===== src/rtl/serial_subtractor4.sv =====
// serial_subtractor4: bit-serial two's-complement subtractor, Diff = Ain - Bin - Brin.
// One full-subtractor cell is reused WIDTH times, LSB first, with the borrow
// carried between bits in a single flip-flop. Start/done handshake.

// Single full-subtractor cell: d = a - b - bi, bo = borrow out.
module serial_subtractor4_fs (
  input  logic a,
  input  logic b,
  input  logic bi,
  output logic d,
  output logic bo
);
  assign d  = a ^ b ^ bi;
  assign bo = (~a & b) | (~(a ^ b) & bi);
endmodule

module serial_subtractor4 #(
  parameter int WIDTH = 4
) (
  input  logic             clk,
  input  logic             reset,
  input  logic             start,
  input  logic [WIDTH-1:0] Ain,
  input  logic [WIDTH-1:0] Bin,
  input  logic             Brin,
  output logic [WIDTH-1:0] Diff,
  output logic             Bout,
  output logic             ready,
  output logic             busy,
  output logic             done
);
  localparam int CW = $clog2(WIDTH);

  typedef enum logic [1:0] {IDLE, SHIFT, DONE} state_t;

  state_t           state, state_nx;
  logic [WIDTH-1:0] a_sr, b_sr, r_sr;
  logic             br;
  logic [CW-1:0]    cnt;
  logic             d, bo;
  logic             last;

  serial_subtractor4_fs u_fs (
    .a  (a_sr[0]),
    .b  (b_sr[0]),
    .bi (br),
    .d  (d),
    .bo (bo)
  );

  // Counter holds the index of the bit being processed; it stops at WIDTH-1.
  assign last = (cnt == CW'(WIDTH - 1));

  // State register.
  always_ff @(posedge clk) begin
    if (reset) state <= IDLE;
    else       state <= state_nx;
  end

  // Next-state logic: DONE always falls back to IDLE, so start is ignored there.
  always_comb begin
    state_nx = state;
    case (state)
      IDLE:    if (start) state_nx = SHIFT;
      SHIFT:   if (last)  state_nx = DONE;
      DONE:    state_nx = IDLE;
      default: state_nx = IDLE;
    endcase
  end

  // Datapath: load operands on accept, shift one bit per cycle, publish on the last bit.
  always_ff @(posedge clk) begin
    if (reset) begin
      a_sr <= '0;
      b_sr <= '0;
      r_sr <= '0;
      br   <= 1'b0;
      cnt  <= '0;
      Diff <= '0;
      Bout <= 1'b0;
    end else begin
      case (state)
        IDLE: begin
          if (start) begin
            a_sr <= Ain;
            b_sr <= Bin;
            br   <= Brin;
            cnt  <= '0;
          end
        end
        SHIFT: begin
          a_sr <= a_sr >> 1;
          b_sr <= b_sr >> 1;
          r_sr <= {d, r_sr[WIDTH-1:1]};
          br   <= bo;
          if (last) begin
            // Diff/Bout only move here, so they hold steady through SHIFT.
            Diff <= {d, r_sr[WIDTH-1:1]};
            Bout <= bo;
          end else begin
            cnt <= cnt + CW'(1);
          end
        end
        default: ;
      endcase
    end
  end

  // Handshake outputs decode straight from the state register.
  assign ready = (state == IDLE);
  assign busy  = (state == SHIFT);
  assign done  = (state == DONE);

endmodule


===== config.mk =====
export PLATFORM = sky130hd
export DESIGN_NAME = serial_subtractor4
export DESIGN_NICKNAME = d
export VERILOG_FILES = /design/src/rtl/serial_subtractor4.sv
export SDC_FILE = /design/constraint.sdc
export NUM_CORES = 1
export LEC_CHECK = 0
export CAP_MARGIN = 10
export CORE_UTILIZATION = 53
export DETAILED_ROUTE_END_ITERATION = 12
export PLACE_DENSITY = 0.9
export SYNTH_ARGS = -nofsm -noshare
export SYNTH_HDL_FRONTEND = slang
export SYNTH_SLANG_ARGS = --single-unit

===== constraint.sdc =====
create_clock -name clk -period 2.5 [get_ports clk]
set_input_delay 0.75 -clock clk [delete_from_list [all_inputs] [get_ports clk]]
set_output_delay 0.75 -clock clk [all_outputs]
set_load 0.01 [all_outputs]

Word-level counts from Yosys, hierarchy flattened
Index checks and enable logic that the tools add are counted.

Register bits after elaboration: 22. Output and inout bits: 8.

Reductions and logical operators: 6. Eq/ne operators: 6. Add/sub/neg operators: 1. Multiplexer cells: 12. Bitwise logic cells: 7.

Operators with widths (number): $pmux 4 s2 (2); $mux 2 (4); $mux 4 (2); $pmux 2 s2 (2); $reduce_and 2->1 (3); $eq 2x2->1 const B (2); $ne 2x2->1 const B (2); $reduce_and 3->1 (1); $add 2x1->2 const B (1); $and 1x1->1 (2); $eq 2x1->1 const B (1); $logic_not 2->1 (1); $ne 2x1->1 const B (1); $not 1->1 (2); $pmux 1 s2 (1); $reduce_bool 2->1 (1); $xor 1x1->1 (2); $mux 1 (1); $or 1x1->1 (1).

Depth between registers and ports, before layout
Depth in word-level cells: 5. Depth in mapped cells: 7.

Cells and area by module
From an unflattened synthesis, not the netlist that was laid out.

Cells, all modules: 101. Area total of the unflattened synthesis: 958.4 sq um.

By module, submodules not included: serial_subtractor4 (area an instance 927.1 sq um, sequential area each 420.4 sq um, instances 1, cells an instance 97); serial_subtractor4_fs (area an instance 31.3 sq um, sequential area each 0.0 sq um, instances 1, cells an instance 4).

Least setup slack after synthesis
OpenSTA, ideal clock, no wires.

Kind: register to output. Start point: register state[1]. End point: output port busy. Cell stages (with the launch flop): 6. Path slack: 924 ps. Buffers on the path: 3. Data arrival time: 826 ps. Required time: 1750 ps. Path through: dfxtp_1 -> buf_6 -> nand2b_4 -> buf_8 -> inv_4 -> buf_12.

Longest elaborated chain between the ends: 1.

RTL lines: from (decl) (RTL line 36) `state_t state, state_nx;`; from (signal assigned) (RTL line 57) `else state <= state_nx;`; $eq 2x1->1 (RTL line 111) `assign busy = (state == SHIFT);`; to (decl) (RTL line 29) `output logic busy,`.

Every way passes these cells.

Worst setup path in the final report
Start point: register state[0]. End point: output port ready.

Longest elaborated chain between the ends: 1.

RTL lines: $logic_not 2->1 (RTL line 110) `assign ready = (state == IDLE);`; to (decl) (RTL line 28) `output logic ready,`.

Every way passes these cells.

==> flow_summary.json <==
{
  "critical_path.top_delay_family": "buffers and inverters",
  "dpl.cell_count": 152,
  "yosysSeqAreaShare": 0.415,
  "final.min_clock_period_ns": 2.39,
  "whs_ns": 0.461,
  "reg2reg_to": "b_sr[2]",
  "worst_path_largest_cell_delay_ns": 0.57,
  "initial_core_util": 0.574,
  "worstPathCellList": "buf_4, nor2_1, clkdlybuf4s50_1",
  "worst_ep_arrival_time_ns": 1.64,
  "vdd_drop_max_mv": 0.311,
  "die_w_um": 45.7,
  "worstMarginPinSlew_ns": 0.509,
  "critPathLaunchType": "register",
  "ys_ff_latch": 21,
  "netlist_area_sq_um": 1010,
  "fmax_mhz": 418,
  "holdPathEnd": "Diff[3]",
  "worst_slack_ns": 0.108,
  "finalHoldViolCount": 0,
  "grt_start_max_net_pins": 16,
  "drv_cap": 0,
  "met3_usage": 0.0397,
  "synth.avg_cell_area_sq_um": 8.89,
  "path_clk_slew_ns": 0.12,
  "ioPinCount": 20,
  "cts_tree": "built",
  "ant_nets": 0,
  "clock_skew_ns": 0.00217,
  "hold_class": "reg -> reg",
  "port_buffers": 19,
  "yosys.cell_types.count": 33,
  "drive_above_1_share": 0.137,
  "postCtsResizedCells": 0,
  "fin_setup_tns_ns": 0,
  "hold_depth": 2,
  "final_core_util": 0.686,
  "total_power_mw": 0.650,
  "critPathBufInv": 2,
  "grt-busiest-layer": "met2",
  "routabilityCongestion": 0.774,
  "timing.rr.start": "state[1]",
  "instances_no_fill": 156,
  "rows": 15,
  "synth_top_area_frac": 0.415,
  "layout_commonest_cell": "dfxtp_1",
  "core_region_area_sq_um": 1760,
  "die_y_um": 45.7,
  "antenna_found_initial": 0,
  "drv_slew": 0,
  "worst-path-max-fanout": 13,
  "dp_slack_ns": 0.203,
  "rrSetupSlack_ns": 1.07,
  "clk_latency_ns": 0.31,
  "cts_sinks": 21,
  "min_from": "Diff[3]",
  "wl_mm": 1.98,
  "final_cell_mix": "20 x dfxtp_1, 19 x clkdlybuf4s50_1, 16 x a21oi_1",
  "worstSetupPathType": "reg -> out",
  "grtUsageMet1": 0.257,
  "crit_slowest_cell": "clkdlybuf4s50_1",
  "htreeDepth": 1,
  "synth_nets": 128,
  "rsz0062_at_grt": "no",
  "period_share": 0.957,
  "drc_errors": 0,
  "use_met2": 0.366,
  "dpl_cell_area_sq_um": 1180,
  "diodes": 0,
  "grt.total_usage": 0.214,
  "nets": 146,
  "post_drt_via_cell_ratio": 5.59,
  "r2r_cells": 4,
  "drtIter0Drc": 22,
  "die_area_sq_um": 2090,
  "cp.required_ns": 1.75,
  "cts_inserted_buffers": 3,
  "netlist_instances": 114,
  "dr.pass1.iters": 4,
  "cts-root-buf": "clkbuf_4",
  "power_density_nw_per_um2": 537,
  "grt_pass1_wl_mm": 3.15,
  "crit_path_end_kind": "output pin",
  "hold_buffers": 0,
  "first_global_vias": 763,
  "outcome": "complete, no violations",
  "final-setup-viol-count": 0,
  "ys_warn_count": 0,
  "p_leak_nw": 0.435,
  "cts_buffer_depth": 2,
  "dp_hpwl_mm": 1.47,
  "cts_setup_buffers": 0,
  "syn_to_final_growth_pct": 19.4,
  "overflow": 0,
  "multiInputGateArea_sq_um": 492,
  "wl_per_cell_um": 12.7,
  "synth_top_area_cell": "dfxtp_1",
  "vias": 872,
  "fillers": 138,
  "slew_headroom": 0.659,
  "regArea_sq_um": 422,
  "stdcell_area_sq_um": 1210,
  "synth_area_leaders": "dfxtp_1 41%, a21oi_1 7.9%, nand2_1 4.8%"
}
worst register-to-register path, delay by kind of cell (launching register included):
family | cells | cell delay [ns]
flip-flops | 1 | 0.47
AO/OA/AOI/OAI | 2 | 0.49
AND/OR/NAND/NOR | 1 | 0.18
buffers and inverters | 1 | 0.18
layout make-up:
class,count,area share
Clock inverter,1,0.00414
Sequential cell,21,0.349
Timing Repair Buffer,22,0.176
Multi-Input combinational cell,78,0.406
Clock buffer,3,0.0186
Inverter,6,0.0207
Tap cell,25,0.0259
where the power goes:
| group | switching [mW] | internal (mW) | total, mW |
|---|---|---|---|
| logic | 0.0591 | 0.0563 | 0.115 |
| clock network | 0.108 | 0.0599 | 0.167 |
| registers | 0.0141 | 0.353 | 0.367 |
| total | 0.181 | 0.469 | 0.650 |
synthesized netlist by cell type (all sizes together):
cell,number
nor3,1
nor2,12
fa,1
nor2b,5
nand2b,2
a2111oi,3
a311oi,1
nand3b,2
dfxtp,21
buf,7
a221o,1
nand3,5
nand2,13
a21oi,17
a2bb2oi,1
clkbuf,2
o21bai,1
a32oi,2
o22ai,4
ha,1
o221a,2
nor4b,1
o21a,1
a31oi,2
inv,6
worst max path at each step:
stage	from	to	slack, ns	cells past startpoint
2_1_floorplan	state[1]	busy	0.92	5
3_3_place_gp	start	a_sr[0]	0.32	4
3_5_place_dp	start	b_sr[2]	0.20	4
4_1_cts	state[1]	busy	0.01	3
5_1_grt	state[0]	ready	0.05	3
6_report	state[0]	ready	0.11	3
cell families after synthesis:
logic type	Yosys count	share of synthesized area
AO/OA/AOI/OAI	35	0.257
buffers and inverters	15	0.100
flip-flops	21	0.415
adder cells (fa/ha/maj)	2	0.0321
AND/OR/NAND/NOR	41	0.196
state kept, by name (all words and copies together) (netlist names):
| name | flops |
|---|---|
| state | 2 |
| Bout | 1 |
| a_sr | 4 |
| b_sr | 4 |
| br | 1 |
| r_sr | 3 |
| cnt | 2 |
| Diff | 4 |
per-layer routing:
metal / vias to the layer above / part of all wire
met3: 3 / 0.043
met2: 19 / 0.49
met5: - / 0
met1: 414 / 0.45
li1: 436 / -
met4: 0 / 0.017
(Power assumes the default switching activity.)
